File: src/rtl/alu_arb_pkg.sv
// Shared opcodes and FSM state type for the two-port ALU arbiter.
// Optional flags feature is selected with ALU_ARB_FLAGS_EN.
package alu_arb_pkg;

  localparam logic [1:0] OP_ADD = 2'b00;
  localparam logic [1:0] OP_SUB = 2'b01;
  localparam logic [1:0] OP_AND = 2'b10;
  localparam logic [1:0] OP_OR  = 2'b11;

  typedef enum logic [1:0] {
    IDLE = 2'b00,
    EXEC = 2'b01,
    RESP = 2'b10
  } state_t;

endpackage

File: src/rtl/alu_arbiter_core.sv
// Combinational W-bit ALU: add, sub, and, or.
// carry port exists only when ALU_ARB_FLAGS_EN is defined.
import alu_arb_pkg::*;

module alu_core #(
  parameter int W = 4
) (
  input  logic [W-1:0] a,
  input  logic [W-1:0] b,
  input  logic [1:0]   op,
`ifdef ALU_ARB_FLAGS_EN
  output logic         carry,
`endif
  output logic [W-1:0] result
);

  logic [W:0] wide;

  // bit W is carry-out for add and borrow for sub
  always_comb begin
    wide = '0;
    unique case (op)
      OP_ADD:  wide = {1'b0, a} + {1'b0, b};
      OP_SUB:  wide = {1'b0, a} - {1'b0, b};
      OP_AND:  wide = {1'b0, a & b};
      default: wide = {1'b0, a | b};
    endcase
  end

  assign result = wide[W-1:0];

`ifdef ALU_ARB_FLAGS_EN
  assign carry = wide[W];
`else
  logic unused_carry;
  assign unused_carry = wide[W];
`endif

endmodule

File: src/rtl/alu_arbiter.sv
// Round-robin arbiter for two requesters sharing one ALU.
// Zero/carry response flags exist only when ALU_ARB_FLAGS_EN is defined.
import alu_arb_pkg::*;

module alu_arbiter #(
  parameter int W = 4
) (
  input  logic         clk,
  input  logic         rst,
  input  logic         req0_valid,
  output logic         req0_ready,
  input  logic [W-1:0] req0_a,
  input  logic [W-1:0] req0_b,
  input  logic [1:0]   req0_op,
  input  logic         req1_valid,
  output logic         req1_ready,
  input  logic [W-1:0] req1_a,
  input  logic [W-1:0] req1_b,
  input  logic [1:0]   req1_op,
  output logic         rsp_valid,
  input  logic         rsp_ready,
  output logic         rsp_id,
`ifdef ALU_ARB_FLAGS_EN
  output logic         rsp_zero,
  output logic         rsp_carry,
`endif
  output logic [W-1:0] rsp_result
);

  state_t       state;
  logic [W-1:0] a_q;
  logic [W-1:0] b_q;
  logic [1:0]   op_q;
  logic         id_q;
  logic         last;
  logic [W-1:0] alu_res;
  logic         idle;

  assign idle = (state == IDLE);

  // on a tie the requester not granted last wins
  assign req0_ready = idle & req0_valid & (~req1_valid | last);
  assign req1_ready = idle & req1_valid & (~req0_valid | ~last);

`ifdef ALU_ARB_FLAGS_EN
  logic alu_carry;
`endif

  alu_core #(.W(W)) u_alu (
    .a      (a_q),
    .b      (b_q),
    .op     (op_q),
`ifdef ALU_ARB_FLAGS_EN
    .carry  (alu_carry),
`endif
    .result (alu_res)
  );

  always_ff @(posedge clk) begin
    if (rst) begin
      state      <= IDLE;
      a_q        <= '0;
      b_q        <= '0;
      op_q       <= OP_ADD;
      id_q       <= 1'b0;
      last       <= 1'b1;
      rsp_valid  <= 1'b0;
      rsp_id     <= 1'b0;
      rsp_result <= '0;
`ifdef ALU_ARB_FLAGS_EN
      rsp_zero   <= 1'b0;
      rsp_carry  <= 1'b0;
`endif
    end else begin
      unique case (state)
        IDLE: begin
          if (req0_ready) begin
            a_q   <= req0_a;
            b_q   <= req0_b;
            op_q  <= req0_op;
            id_q  <= 1'b0;
            last  <= 1'b0;
            state <= EXEC;
          end else if (req1_ready) begin
            a_q   <= req1_a;
            b_q   <= req1_b;
            op_q  <= req1_op;
            id_q  <= 1'b1;
            last  <= 1'b1;
            state <= EXEC;
          end
        end
        EXEC: begin
          rsp_result <= alu_res;
          rsp_id     <= id_q;
          rsp_valid  <= 1'b1;
`ifdef ALU_ARB_FLAGS_EN
          rsp_zero   <= (alu_res == '0);
          rsp_carry  <= (op_q == OP_ADD || op_q == OP_SUB) & alu_carry;
`endif
          state      <= RESP;
        end
        RESP: begin
          if (rsp_ready) begin
            rsp_valid <= 1'b0;
            state     <= IDLE;
          end
        end
        default: state <= IDLE;
      endcase
    end
  end

endmodule

File: config.mk
export PLATFORM = sky130hd
export DESIGN_NAME = alu_arbiter
export DESIGN_NICKNAME = d
export VERILOG_FILES = /design/src/rtl/alu_arb_pkg.sv /design/src/rtl/alu_arbiter_core.sv /design/src/rtl/alu_arbiter.sv
export SDC_FILE = /design/constraint.sdc
export NUM_CORES = 1
export LEC_CHECK = 0
export ABC_CLOCK_PERIOD_IN_PS = 2900
export BUFFER_PORTS_ARGS = -buffer_cell sky130_fd_sc_hd__buf_2
export CORE_MARGIN = 2
export CORE_UTILIZATION = 40
export CTS_BUF_LIST = sky130_fd_sc_hd__clkbuf_4 sky130_fd_sc_hd__clkbuf_8
export DETAILED_ROUTE_END_ITERATION = 7
export MAX_ROUTING_LAYER = met4
export SETUP_SLACK_MARGIN = 0.3
export SLEW_MARGIN = 0
export SYNTH_ARGS = -nofsm -noshare
export SYNTH_HDL_FRONTEND = slang
export SYNTH_SLANG_ARGS = --single-unit
File: constraint.sdc
create_clock -name clk -period 2.9 [get_ports clk]
set_clock_uncertainty 0.15 [all_clocks]
set_input_delay 0.725 -clock clk [delete_from_list [all_inputs] [get_ports clk]]
set_output_delay 0.725 -clock clk [all_outputs]
set_load 0.005 [all_outputs]
# [After elaboration in Yosys (flattened, before gate mapping)]
# Cells that the tools add are included.
[totals] inputBits=25 n_memories=0 wordCells=50 regBits=20 ramBits=0 romBits=0 latchBits=0 out_inout_bits=8
[classes] n_mul=0 n_mux=15 addsub=2 shifts=0 reduce_logical=7 n_eq_ne=6 bitwise=11 div=0 n_lt_le_gt_ge=0
[ops] op="$mux W4" n=4
[ops] op="$pmux W4 S3" n=1
[ops] op="$mux W2" n=5
[ops] op="$pmux W2 S3" n=1
[ops] op="$reduce_and A2 Y1" n=3
[ops] op="$add A4 B4 Y4" n=1
[ops] op="$and A1 B1 Y1" n=4
[ops] op="$and A4 B4 Y4" n=1
[ops] op="$eq A2 B1 Y1 const B" n=2
[ops] op="$eq A2 B2 Y1 const B" n=2
[ops] op="$logic_not A2 Y1" n=2
[ops] op="$or A4 B4 Y4" n=1
[ops] op="$reduce_bool A2 Y1" n=2
[ops] op="$sub A4 B4 Y4" n=1
[ops] op="$mux W1" n=3
[ops] op="$ne A3 B3 Y1 const B" n=1
[ops] op="$not A1 Y1" n=3
[ops] op="$ne A2 B2 Y1 const B" n=1
[ops] op="$or A1 B1 Y1" n=2
[ops] op="$pmux W1 S2" n=1

# [Logic depth before layout (Yosys ltp)]
# Gate-level depths: netlist of the first run.
[depth] depth_word=6 ltp_mapped=9 ltp_nobuf=9

# [By module]
# A second synthesis of the first run with hierarchy kept.
[unflattened] hier_cells=154 hier_area_um2=1283.7
[modules_own_cells] module="alu_arbiter" seq_area_each_um2=400.4 instances=1 area_per_inst_um2=905.9 cells_each=103
[modules_own_cells] module="alu_core" seq_area_each_um2=0.0 instances=1 area_per_inst_um2=377.9 cells_each=51

# [Worst setup path after synthesis of the first run]
# OpenSTA, ideal clock, no wires.
[synth_path] kind="register to register" start="register b_q[0]" end="register rsp_result[1]" path_buffers=0 period_less_slack_ns=2.125 stages_incl_launch_ff=9 required_ns=2.685 setup_slack_ns=0.775 t_arrival_ns=1.910 setup_ns=0.065 path_cell_list="dfxtp_1 -> inv_1 -> ha_1 -> mux2_2 -> fa_1 -> nor2b_1 -> a311oi_1 -> a21oi_1 -> nor2_1"
[synth_between] elab_chain_cells=2 word_cells_on_any_way=3 classes_between="add/sub: 2; mux: 1"
[synth_rtl] item="start: declaration" line_no="alu_arbiter.sv:32" source="logic [W-1:0] b_q;"
[synth_rtl] item="start signal: assignment" line_no="alu_arbiter.sv:79" source="b_q <= req0_b;"
[synth_rtl] item="start signal: assignment" line_no="alu_arbiter.sv:86" source="b_q <= req1_b;"
[synth_rtl] item="$sub A4 B4 Y4 / $add A4 B4 Y4 (equally long branches)" line_no="alu_arbiter_core.sv:24, alu_arbiter_core.sv:23"
[synth_rtl] item="$pmux W4 S3 *" line_no="alu_arbiter_core.sv:22" source="unique case (op)"
[synth_rtl] item="end signal: assignment" line_no="alu_arbiter.sv:94" source="rsp_result <= alu_res;"
[synth_rtl] item="end: declaration" line_no="alu_arbiter.sv:27" source="output logic [W-1:0] rsp_result"
# Mark *: on every way between the ends. The rest lies on a longest branch, timed or not.
# A chain may end at the register's enable or synchronous reset.

# [Final worst setup path of the first run]
[layout_path] start="input port req0_valid" end="output port req1_ready"
[layout_between] elab_chain_cells=3
[layout_rtl] item="start: declaration" line_no="alu_arbiter.sv:10" source="input logic req0_valid,"
[layout_rtl] item="$not A1 Y1" line_no="alu_arbiter.sv:43" source="assign req1_ready = idle & req1_valid & (~req0_valid | ~last);"
[layout_rtl] item="$or A1 B1 Y1" line_no="alu_arbiter.sv:43"
[layout_rtl] item="$and A1 B1 Y1" line_no="alu_arbiter.sv:43"
[layout_rtl] item="end: declaration" line_no="alu_arbiter.sv:16" source="output logic req1_ready,"
# Every way passes these cells.

==> qor.json, run 1 <==
{
  "critical_path": {
    "crit_path_start_kind": "input pin",
    "worst-r2r-setup-slack_ps": 590,
    "cp_data_arrival_time_ps": 1520,
    "worst_r2r_endpoint": "rsp_result[1]",
    "worst-r2r-cell-count": 8,
    "crit_path_end_kind": "output pin",
    "worst-setup-path-type": "in2out",
    "worst-endpoint-required_ps": 2030,
    "regToRegStartpoint": "b_q[0]",
    "worstPathMaxFanout": 13
  },
  "placed_design": {
    "dp_worst_setup_slack_ps": 504,
    "buffer_ports.inserted": 32,
    "hpwl_um": 1840,
    "gp_congestion": 0.777,
    "post_dp_cell_area_mm2": 0.00129,
    "post-place-cells": 196
  },
  "layout": {
    "stdcell_count": 199,
    "area_growth_syn_to_layout_pct": 16.8,
    "area_of_all_sequential_standard_cells_um2": 400,
    "number_of_nets_in_the_layout": 202,
    "num-fill-cells": 283,
    "inserted_diodes": 0,
    "multi_input_comb_area_um2": 653,
    "drive_above_1_share": 0.274,
    "postLayoutCellArea_mm2": 0.00131
  },
  "floorplanning": {
    "num_io_pins": 33,
    "floorplan.core_area_mm2": 0.00271,
    "initial_core_util": 0.415,
    "rows": 19,
    "die-area_mm2": 0.00325,
    "dieHeight_um": 57,
    "chipWidth_um": 57
  },
  "global_route": {
    "grtUsageTotal": 0.153,
    "grt.overflow.total": 0,
    "grt_start_max_net_pins": 22,
    "first_global_vias": 892,
    "first_pass_grt_wire_length_um": 3820,
    "antenna_found_initial": 0
  },
  "clock_network": {
    "worstSkewPairLatency_ps": 290,
    "worst_setup_hold_path_clk_slew_ps": 110,
    "clock_root_buffer": "sky130_fd_sc_hd__clkbuf_4",
    "htree_num_levels": 1,
    "cts_tree": "built",
    "cts_max_path_buffers": 2,
    "cts_hold_repair.buffers": 0,
    "postCtsSetupBuffers": 0,
    "cts-buffers-inserted": 3,
    "cts.sinks": 20,
    "cts-resized-gates": 0
  },
  "routing": {
    "drt-vias-per-instance": 5.12,
    "vias_after_detailed_routing": 1018,
    "antenna_left": 0,
    "routed_wirelength_normalized_by_instance_count_um": 11.7,
    "drtPass1Iterations": 4,
    "drt_wl_total_um": 2320,
    "drt_iter0_drc": 24,
    "drc_errors": 0
  },
  "synth": {
    "synth_edf_count": 0,
    "syn_nets": 171,
    "synthFlopType": "sky130_fd_sc_hd__dfxtp_1",
    "netlist_area_mm2": 0.00112,
    "ys_seq_area_frac": 0.356,
    "synth.yosys.warnings": 0,
    "synth_async_sr_flop_share": 0,
    "synth.top_cell.area_share": 0.356,
    "yosysMostFrequentCell": "sky130_fd_sc_hd__nand2_1",
    "syn_area_per_cell_um2": 8.08,
    "synth_top_area_cell": "sky130_fd_sc_hd__dfxtp_1",
    "ys_top_cells_by_count": "sky130_fd_sc_hd__nand2_1, sky130_fd_sc_hd__dfxtp_1, sky130_fd_sc_hd__nor2_1, sky130_fd_sc_hd__a311oi_1, sky130_fd_sc_hd__a21oi_1",
    "synthCells": 139,
    "register_bit_total_from_synthesis": 20,
    "synth_area_leaders": "sky130_fd_sc_hd__dfxtp_1, sky130_fd_sc_hd__nand2_1, sky130_fd_sc_hd__a311oi_1",
    "yosys.cell_types.count": 37
  },
  "min_path": {
    "worst_hold_path.endpoint": "rsp_id",
    "timing.hold.worst.class": "reg2reg",
    "holdPathStages": 2,
    "hold_path.startpoint": "rsp_id"
  },
  "pwr": {
    "irDropWorstVdd_mv": 0.283,
    "p_per_area_mw_per_mm2": 545,
    "power.leakage_nw": 0.564
  },
  "timing": {
    "fin_crit_ps": 2390,
    "timing_hold_violations_final": 0,
    "hold_ws_ps": 306,
    "relSlewSlack": 0.749,
    "fin_crit_sh": 0.825,
    "max_freq_mhz": 418,
    "timing_worst_slew_pin_value_ps": 376,
    "grt_setup_unrepaired": "false",
    "setup_slack_ps": 507,
    "tns_ps": 0,
    "finalMaxSlewViolations": 0,
    "setup_viol_count_final": 0
  },
  "run_status": {
    "outcome": "finished, final reports clean"
  },
  "flow_run": {
    "timing.max_cap.violations": 0
  }
}
per-stage QoR:
stage	power (mW)	utilization
CTS	0.727	0.484
floorplan	0.532	-
global placement	0.593	0.476
global route	0.773	0.484
finish	0.716	0.484
detailed placement	0.598	0.476
routing by layer:
metal,up-vias,part of all wire,track usage
met4,0,0.0091,0.0664
met3,2,0.047,0.0204
met2,28,0.44,0.240
met5,-,0,-
met1,450,0.50,0.199
li1,538,-,-
layout by cell type (no fill, tap or decap), types with 3 or more instances in the layout:
cell                        n
sky130_fd_sc_hd__xnor2_1    3
sky130_fd_sc_hd__buf_2     32
sky130_fd_sc_hd__a311oi_1  11
sky130_fd_sc_hd__o21ai_0    3
sky130_fd_sc_hd__inv_1      6
sky130_fd_sc_hd__nor2_1    17
sky130_fd_sc_hd__a21oi_1    8
sky130_fd_sc_hd__clkbuf_4   3
sky130_fd_sc_hd__nor2b_1    3
sky130_fd_sc_hd__dfxtp_1   20
sky130_fd_sc_hd__ha_1       6
sky130_fd_sc_hd__nand2_1   27
critical path, stage by stage:
cell and delay [ps]:
sky130_fd_sc_hd__buf_2 110, sky130_fd_sc_hd__nand2_1 70, sky130_fd_sc_hd__nand3_2 210, sky130_fd_sc_hd__inv_2 250, sky130_fd_sc_hd__buf_2 160
kinds of logic after synthesis:
kind of cell	count (synthesis)	synth area share
buffers and inverters	15	0.0624
xor gates and xnor gates	3	0.0234
AOI/OAI and AO/OA	32	0.203
and+or+nand+nor	60	0.252
DFF	20	0.356
adders and majority gates	7	0.0846
muxes	2	0.0189
layout make-up:
| type | instances | share of cell area |
|---|---|---|
| clock buffer | 3 | 0.0172 |
| inverter | 8 | 0.0229 |
| multi-input combinational | 104 | 0.498 |
| sequential | 20 | 0.305 |
| tap | 31 | 0.0296 |
| timing repair buffer | 33 | 0.128 |
where the power goes:
part           switching [mW]  internal (mW)
Combinational           0.124          0.119
Clock                  0.0786         0.0483
Sequential             0.0381          0.309
Total                   0.240          0.476
state kept, by name (all words and copies together), names as in the netlist:
register and flops:
state 2, rsp_valid 1, b_q 4, rsp_id 1, id_q 1, op_q 2, rsp_result 4, a_q 4
last 1
worst max-delay path by stage:
stage | from | endpoint | depth (start not counted)
finish | req0_valid | req1_ready | 5
global placement | req0_valid | req1_ready | 5
CTS | req0_valid | req1_ready | 5
detailed placement | req0_valid | req1_ready | 5
global route | req0_valid | req1_ready | 5
floorplan | b_q[0] | rsp_result[1] | 8
No activity file was read; power rests on OpenSTA's default activity.
==> run 2, diff against run 1 <==
--- a/config.mk
+++ b/config.mk
@@ -5,7 +5,7 @@
 export SDC_FILE = /design/constraint.sdc
 export NUM_CORES = 1
 export LEC_CHECK = 0
-export ABC_CLOCK_PERIOD_IN_PS = 2900
+export ABC_CLOCK_PERIOD_IN_PS = 2400
 export BUFFER_PORTS_ARGS = -buffer_cell sky130_fd_sc_hd__buf_2
 export CORE_MARGIN = 2
 export CORE_UTILIZATION = 40
==> constraint.sdc (replaced) <==
create_clock -name clk -period 2.4 [get_ports clk]
set_clock_uncertainty 0.15 [all_clocks]
set_input_delay 0.6 -clock clk [delete_from_list [all_inputs] [get_ports clk]]
set_output_delay 0.6 -clock clk [all_outputs]
set_load 0.005 [all_outputs]
==> run 2 against run 1 <==
Worst hold slack about the same. Flip-flop and latch count did not move. Largest power group unchanged. Utilization rose by 4.1 points. Wire length is 7.1% higher. Combinational power up 44%. Sequential share of layout area down 1.6 points. Setup slack got worse by 230 ps.
==> qor.json, run 2 (synthesis results as in run 1) <==
{
  "flow_run": {
    "timing.max_cap.violations": {"value": 0, "change": "unchanged"}
  },
  "run_status": {
    "outcome": "finished, final reports clean"
  },
  "clock_network": {
    "worstSkewPairLatency": {"value": 300, "unit": "ps", "change": "about the same"},
    "worst_setup_hold_path_clk_slew": {"value": 110, "unit": "ps", "change": "about the same"},
    "cts_max_path_buffers": {"value": 2, "change": "unchanged"},
    "cts_hold_repair.buffers": {"value": 0, "change": "unchanged"},
    "cts_tree": "built",
    "htree_num_levels": {"value": 1, "change": "unchanged"},
    "cts-buffers-inserted": {"value": 3, "change": "unchanged"},
    "cts.sinks": {"value": 20, "change": "unchanged"},
    "clock_root_buffer": "sky130_fd_sc_hd__clkbuf_4"
  },
  "pwr": {
    "p_per_area": {"value": 674, "unit": "mW/mm2", "change": "+24%"},
    "irDropWorstVdd": {"value": 0.401, "unit": "mV", "change": "+42%"},
    "power.leakage": {"value": 0.619, "unit": "nW", "change": "+9.7%"}
  },
  "timing": {
    "fin_crit_sh": 0.884,
    "max_freq_mhz": 471,
    "fin_crit_ps": 2120,
    "setup_viol_count_final": {"value": 0, "change": "unchanged"},
    "timing_hold_violations_final": {"value": 0, "change": "unchanged"},
    "timing_worst_slew_pin_value": {"value": 367, "unit": "ps", "change": "-8.36 ps"},
    "grt_setup_unrepaired": "true",
    "setup_slack": {"value": 278, "unit": "ps", "change": "-229 ps"},
    "finalMaxSlewViolations": {"value": 0, "change": "unchanged"},
    "tns": {"value": 0, "unit": "ps", "change": "unchanged"},
    "relSlewSlack": {"value": 0.755, "change": "+0.00592"}
  },
  "global_route": {
    "grtUsageTotal": {"value": 0.172, "change": "+0.0185"},
    "grt.overflow.total": {"value": 0, "change": "unchanged"},
    "first_pass_grt_wire_length": {"value": 4220, "unit": "um", "change": "+10%"},
    "grt_start_max_net_pins": {"value": 22, "change": "unchanged"},
    "first_global_vias": {"value": 964, "change": "+8.1%"},
    "antenna_found_initial": {"value": 0, "change": "unchanged"}
  },
  "placed_design": {
    "buffer_ports.inserted": {"value": 32, "change": "unchanged"},
    "dp_worst_setup_slack": {"value": 174, "unit": "ps", "change": "-330 ps"},
    "post-place-cells": {"value": 199, "change": "+1.5%"},
    "hpwl": {"value": 1880, "unit": "um", "change": "+2.0%"},
    "gp_congestion": {"value": 0.871, "change": "+12%"},
    "post_dp_cell_area": {"value": 0.00131, "unit": "mm2", "change": "+1.8%"}
  },
  "critical_path": {
    "worst-setup-path-type": "reg2reg",
    "worst-endpoint-required": {"value": 2500, "unit": "ps", "change": "+470 ps"},
    "crit_path_start_kind": "register",
    "cp_data_arrival_time": {"value": 2220, "unit": "ps", "change": "+700 ps"},
    "worstPathMaxFanout": {"value": 2, "change": "-11"},
    "crit_path_end_kind": "register"
  },
  "routing": {
    "drt-vias-per-instance": {"value": 5.15, "change": "+0.67%"},
    "vias_after_detailed_routing": {"value": 1066, "change": "+4.7%"},
    "drtPass1Iterations": {"value": 5, "change": "+1"},
    "drc_errors": {"value": 0, "change": "unchanged"},
    "drt_wl_total": {"value": 2480, "unit": "um", "change": "+7.1%"},
    "drt_iter0_drc": {"value": 28, "change": "+17%"},
    "routed_wirelength_normalized_by_instance_count": {"value": 12.0, "unit": "um", "change": "+2.9%"},
    "antenna_left": {"value": 0, "change": "unchanged"}
  },
  "layout": {
    "stdcell_count": {"value": 207, "change": "+4.0%"},
    "num-fill-cells": {"value": 284, "change": "+0.35%"},
    "drive_above_1_share": {"value": 0.352, "change": "+0.0785"},
    "postLayoutCellArea": {"value": 0.00142, "unit": "mm2", "change": "+8.4%"},
    "inserted_diodes": {"value": 0, "change": "unchanged"},
    "number_of_nets_in_the_layout": {"value": 209, "change": "+3.5%"},
    "area_growth_syn_to_layout_pct": 26.6,
    "layout.cells.most_common": "sky130_fd_sc_hd__buf_2",
    "layout.core_utilization": {"value": 0.525, "change": "+0.0406"},
    "reg_top3": "a_q: 4 flops, b_q: 4 flops, rsp_result: 4 flops",
    "most-common-layout-cells": "sky130_fd_sc_hd__buf_2, sky130_fd_sc_hd__nand2_1, sky130_fd_sc_hd__nor2_1, sky130_fd_sc_hd__dfxtp_1, sky130_fd_sc_hd__a311oi_1"
  },
  "floorplanning": {
    "chipWidth": {"value": 57, "unit": "um", "change": "unchanged"},
    "num_io_pins": {"value": 33, "change": "unchanged"},
    "die-area": {"value": 0.00325, "unit": "mm2", "change": "unchanged"},
    "initial_core_util": {"value": 0.415, "change": "unchanged"},
    "rows": {"value": 19, "change": "unchanged"},
    "floorplan.core_area": {"value": 0.00271, "unit": "mm2", "change": "unchanged"},
    "dieHeight": {"value": 57, "unit": "um", "change": "unchanged"}
  },
  "min_path": {
    "timing.hold.worst.class": "reg2reg"
  }
}
run 2: per-stage QoR:
| step | total power, mW | hold WS, ps |
|---|---|---|
| after floorplan | 0.643 | 282 |
| after global placement | 0.728 | 289 |
| after detailed placement | 0.732 | 296 |
| after CTS | 0.939 | 312 |
| after global routing | 1.03 | 346 |
| final | 0.959 | 306 |
run 2: critical path, stage by stage, from the launching register on:
cell,delay [ps]
sky130_fd_sc_hd__dfxtp_4,380
sky130_fd_sc_hd__inv_4,40
sky130_fd_sc_hd__ha_4,220
sky130_fd_sc_hd__mux2_4,280
sky130_fd_sc_hd__fa_1,470
sky130_fd_sc_hd__nor2b_4,140
sky130_fd_sc_hd__a311oi_2,240
sky130_fd_sc_hd__a21oi_1,70
sky130_fd_sc_hd__nor2_1,80
run 2: repair_timing:
action	CTS	global route
gates resized for setup	5	8
pin swaps	2	3
setup endpoints to repair	3	2
gates cloned	0	0
setup buffers	2	2
run 2: power breakdown:
group          switching [mW]  leakage (nW)  internal (mW)
combinational           0.170         0.432          0.177
clock                   0.103        0.0210         0.0926
sequential             0.0412         0.167          0.375
run 2: final cells by class:
type / count / area [um2] / area share
Clock buffer: 4 / 36.3 / 0.0255
Timing Repair Buffer: 40 / 220 / 0.155
Tap cell: 31 / 38.8 / 0.0273
Sequential cell: 20 / 412 / 0.289
Inverter: 8 / 32.5 / 0.0229
Multi-Input combinational cell: 104 / 683 / 0.480
run 2: worst paths after layout:
kind,from,end,slack (ps),cells after the start
worst max-delay path,b_q[0],rsp_result[1],280,8
worst min register to register,rsp_id,rsp_id,310,2
worst max register to register,b_q[0],rsp_result[1],280,8
worst min-delay path,rsp_id,rsp_id,310,2
run 2: routing by layer:
metal / GRT usage / part of all wire
met1: 0.227 / 0.48
met2: 0.261 / 0.46
met3: 0.0295 / 0.050
met4: 0.0698 / 0.012
met5: - / 0
==> run 3, diff against run 2 <==
--- a/config.mk
+++ b/config.mk
@@ -5,12 +5,14 @@
 export SDC_FILE = /design/constraint.sdc
 export NUM_CORES = 1
 export LEC_CHECK = 0
+export ABC_AREA = 1
 export ABC_CLOCK_PERIOD_IN_PS = 2400
 export BUFFER_PORTS_ARGS = -buffer_cell sky130_fd_sc_hd__buf_2
 export CORE_MARGIN = 2
 export CORE_UTILIZATION = 40
 export CTS_BUF_LIST = sky130_fd_sc_hd__clkbuf_4 sky130_fd_sc_hd__clkbuf_8
 export DETAILED_ROUTE_END_ITERATION = 7
+export HOLD_SLACK_MARGIN = 0.08
 export MAX_ROUTING_LAYER = met4
 export SETUP_SLACK_MARGIN = 0.3
 export SLEW_MARGIN = 0
==> run 3 against run 2 <==
Flip-flop and latch count unchanged. Register-to-register slack better by 140 ps. Combinational power up 11%. Critical path depth down 3. Area after synthesis up 13%. Sequential share of layout area down 1.9 points. Total power up 2.8%. Sequential power down 2%.
==> qor.json, run 3 <==
{
  "run_status": {
    "outcome": "finished, final reports clean"
  },
  "min_path": {
    "timing.hold.worst.class": "reg2reg"
  },
  "synth": {
    "post_synthesis_share_of_cell_area_spent_on_xor_and_xnor_gates": {"value": 0.0138, "change": "-0.00954"},
    "ys_top_cells_by_count": "sky130_fd_sc_hd__nand2_1, sky130_fd_sc_hd__dfxtp_1, sky130_fd_sc_hd__inv_1, sky130_fd_sc_hd__a21oi_2, sky130_fd_sc_hd__o211ai_2",
    "netlist_area": {"value": 0.00126, "unit": "mm2", "change": "+13%"},
    "synth.top_cell.area_share": {"value": 0.317, "change": "-0.0398"},
    "synth_compound_area_frac": {"value": 0.272, "change": "+0.0693"},
    "synth_area_leaders": "sky130_fd_sc_hd__dfxtp_1, sky130_fd_sc_hd__o211ai_2, sky130_fd_sc_hd__nand2_1",
    "synth_mux_area_frac": {"value": 0, "change": "-0.0189"},
    "yosysMostFrequentCell": "sky130_fd_sc_hd__nand2_1",
    "synthFlopType": "sky130_fd_sc_hd__dfxtp_1",
    "synth_fa_ha_area_frac": {"value": 0.0752, "change": "-0.00946"},
    "ys_seq_area_frac": {"value": 0.317, "change": "-0.0398"},
    "syn_area_per_cell": {"value": 8.21, "unit": "um2", "change": "+1.6%"},
    "synth_async_sr_flop_share": {"value": 0, "change": "unchanged"},
    "syn_nets": {"value": 186, "change": "+8.8%"},
    "register_bit_total_from_synthesis": {"value": 20, "change": "unchanged"},
    "yosys.cell_types.count": {"value": 33, "change": "-11%"},
    "synth_edf_count": {"value": 0, "change": "unchanged"},
    "synthSimpleGateAreaFrac": {"value": 0.217, "change": "-0.0351"},
    "synth_top_area_cell": "sky130_fd_sc_hd__dfxtp_1",
    "combinational_family_with_the_most_area_after_synthesis": "compound AO/OA/AOI/OAI gates",
    "synth.yosys.warnings": {"value": 0, "change": "unchanged"},
    "synthCells": {"value": 154, "change": "+11%"}
  },
  "layout": {
    "postLayoutCellArea": {"value": 0.00152, "unit": "mm2", "change": "+6.5%"},
    "number_of_nets_in_the_layout": {"value": 222, "change": "+6.2%"},
    "layout.core_utilization": {"value": 0.500, "change": "-0.0245"},
    "reg_top3": "a_q: 4 flops, b_q: 4 flops, rsp_result: 4 flops",
    "most-common-layout-cells": "sky130_fd_sc_hd__buf_2, sky130_fd_sc_hd__nand2_1, sky130_fd_sc_hd__inv_1, sky130_fd_sc_hd__dfxtp_1, sky130_fd_sc_hd__a21oi_2",
    "layout.cells.most_common": "sky130_fd_sc_hd__buf_2",
    "inserted_diodes": {"value": 0, "change": "unchanged"},
    "area_growth_syn_to_layout_pct": 19.8,
    "stdcell_count": {"value": 233, "change": "+13%"},
    "drive_above_1_share": {"value": 0.397, "change": "+0.0446"}
  },
  "placed_design": {
    "gp_congestion": {"value": 0.825, "change": "-5.3%"},
    "post-place-cells": {"value": 226, "change": "+14%"},
    "post_dp_cell_area": {"value": 0.00144, "unit": "mm2", "change": "+9.3%"},
    "hpwl": {"value": 2020, "unit": "um", "change": "+7.7%"},
    "dp_worst_setup_slack": {"value": 290, "unit": "ps", "change": "+116 ps"},
    "buffer_ports.inserted": {"value": 32, "change": "unchanged"}
  },
  "clock_network": {
    "cts-buffers-inserted": {"value": 3, "change": "unchanged"},
    "clock_root_buffer": "sky130_fd_sc_hd__clkbuf_4",
    "htree_num_levels": {"value": 1, "change": "unchanged"},
    "worst_setup_hold_path_clk_slew": {"value": 110, "unit": "ps", "change": "about the same"},
    "cts_max_path_buffers": {"value": 2, "change": "unchanged"},
    "cts.sinks": {"value": 20, "change": "unchanged"},
    "worstSkewPairLatency": {"value": 300, "unit": "ps", "change": "about the same"},
    "cts_tree": "built"
  },
  "timing": {
    "setup_slack": {"value": 400, "unit": "ps", "change": "+122 ps"},
    "setup_viol_count_final": {"value": 0, "change": "unchanged"},
    "timing_worst_slew_pin_value": {"value": 388, "unit": "ps", "change": "+20.6 ps"},
    "tns": {"value": 0, "unit": "ps", "change": "unchanged"},
    "relSlewSlack": {"value": 0.741, "change": "-0.0137"},
    "fin_crit": {"value": 2000, "unit": "ps", "change": "-122 ps"},
    "max_freq": {"value": 500, "unit": "MHz", "change": "+6.1%"},
    "hold_ws": {"value": 318, "unit": "ps", "change": "+11.7 ps"},
    "timing_hold_violations_final": {"value": 0, "change": "unchanged"},
    "grt_setup_unrepaired": "false",
    "finalMaxSlewViolations": {"value": 0, "change": "unchanged"},
    "fin_crit_sh": {"value": 0.833, "change": "-0.0510"}
  },
  "floorplanning": {
    "initial_core_util": {"value": 0.418, "change": "+0.00318"},
    "chipWidth": {"value": 60.2, "unit": "um", "change": "+5.7%"},
    "floorplan.core_area": {"value": 0.00303, "unit": "mm2", "change": "+12%"},
    "rows": {"value": 20, "change": "+1"},
    "dieHeight": {"value": 60.2, "unit": "um", "change": "+5.7%"},
    "die-area": {"value": 0.00363, "unit": "mm2", "change": "+12%"},
    "num_io_pins": {"value": 33, "change": "unchanged"}
  },
  "critical_path": {
    "crit_path_start_kind": "register",
    "worst-setup-path-type": "reg2out",
    "crit_path_end_kind": "output pin",
    "worstPathMaxFanout": {"value": 4, "change": "+2"},
    "worst-endpoint-required": {"value": 1650, "unit": "ps", "change": "-850 ps"},
    "cpPeakStageDelay": {"value": 350, "unit": "ps", "change": "-120 ps"},
    "cp_cell_sequence": "or2_1 -> inv_2 -> nand3_2 -> inv_1 -> buf_2",
    "critical_path.slowest_cell": "sky130_fd_sc_hd__dfxtp_1",
    "cp_data_arrival_time": {"value": 1250, "unit": "ps", "change": "-970 ps"}
  },
  "pwr": {
    "irDropWorstVdd": {"value": 0.242, "unit": "mV", "change": "-40%"},
    "p_per_area": {"value": 651, "unit": "mW/mm2", "change": "-3.5%"},
    "power.leakage": {"value": 0.675, "unit": "nW", "change": "+9.0%"},
    "total_power": {"value": 0.986, "unit": "mW", "change": "+2.8%"}
  },
  "routing": {
    "routed_wirelength_normalized_by_instance_count": {"value": 10.8, "unit": "um", "change": "-9.8%"},
    "drt_wl_total": {"value": 2520, "unit": "um", "change": "+1.6%"},
    "drt-vias-per-instance": {"value": 4.80, "change": "-6.8%"},
    "drc_errors": {"value": 0, "change": "unchanged"},
    "antenna_left": {"value": 0, "change": "unchanged"},
    "drtPass1Iterations": {"value": 4, "change": "-1"},
    "vias_after_detailed_routing": {"value": 1118, "change": "+4.9%"},
    "drt_iter0_drc": {"value": 23, "change": "-18%"}
  },
  "global_route": {
    "grtUsageTotal": {"value": 0.167, "change": "-0.00450"},
    "first_global_vias": {"value": 1063, "change": "+10%"},
    "antenna_found_initial": {"value": 0, "change": "unchanged"},
    "grt.overflow.total": {"value": 0, "change": "unchanged"},
    "first_pass_grt_wire_length": {"value": 4490, "unit": "um", "change": "+6.2%"},
    "grt_start_max_net_pins": {"value": 17, "change": "-23%"}
  },
  "flow_run": {
    "timing.max_cap.violations": {"value": 0, "change": "unchanged"}
  }
}
run 3: repair_timing:
action | 4_1_cts | 5_1_grt
resized for setup | 3 | 6
hold buffers | 0 | 0
pin swaps | 0 | 2
buffers inserted | 0 | 3
endpoints found under the setup margin | 1 | 3
run 3: power by group:
part	switching (mW)	total, mW	internal, mW
Clock	0.0996	0.192	0.0925
Sequential	0.0328	0.407	0.374
Combinational	0.213	0.387	0.174
run 3: layer usage:
metal	GRT usage	share of wire	vias to the layer above
met5	-	0	-
met3	0.0260	0.040	2
met2	0.273	0.48	38
met4	0.0667	0.0099	0
met1	0.205	0.47	497
li1	-	-	581
run 3: critical path, delay by kind of cell, from the launching register on:
kind | cells | cell delay (ps)
buffers and inverters | 3 | 280
DFF | 1 | 350
and+or+nand+nor | 2 | 320
run 3: cells by family after synthesis:
group / after synthesis
simple gates: 56
compound gates: 43
buf+inv: 26
flops: 20
fa+ha+maj: 7
xor+xnor: 2
run 3: final cells by class:
type	count	area, um2
Fill cell	291	1510
Multi-Input combinational cell	108	742
Sequential cell	20	409
Timing Repair Buffer	37	198
Inverter	20	75.1
Tap cell	44	55.1
Clock buffer	4	36.3
run 3: path summary, 6_finish.rpt:
check | startpoint | end | slack [ps] | cells after the start
setup / recovery | state[1] | req1_ready | 400 | 5
hold reg to reg | rsp_result[3] | rsp_result[3] | 320 | 2
hold / removal | rsp_result[3] | rsp_result[3] | 320 | 2
setup reg to reg | b_q[0] | rsp_result[1] | 420 | 7
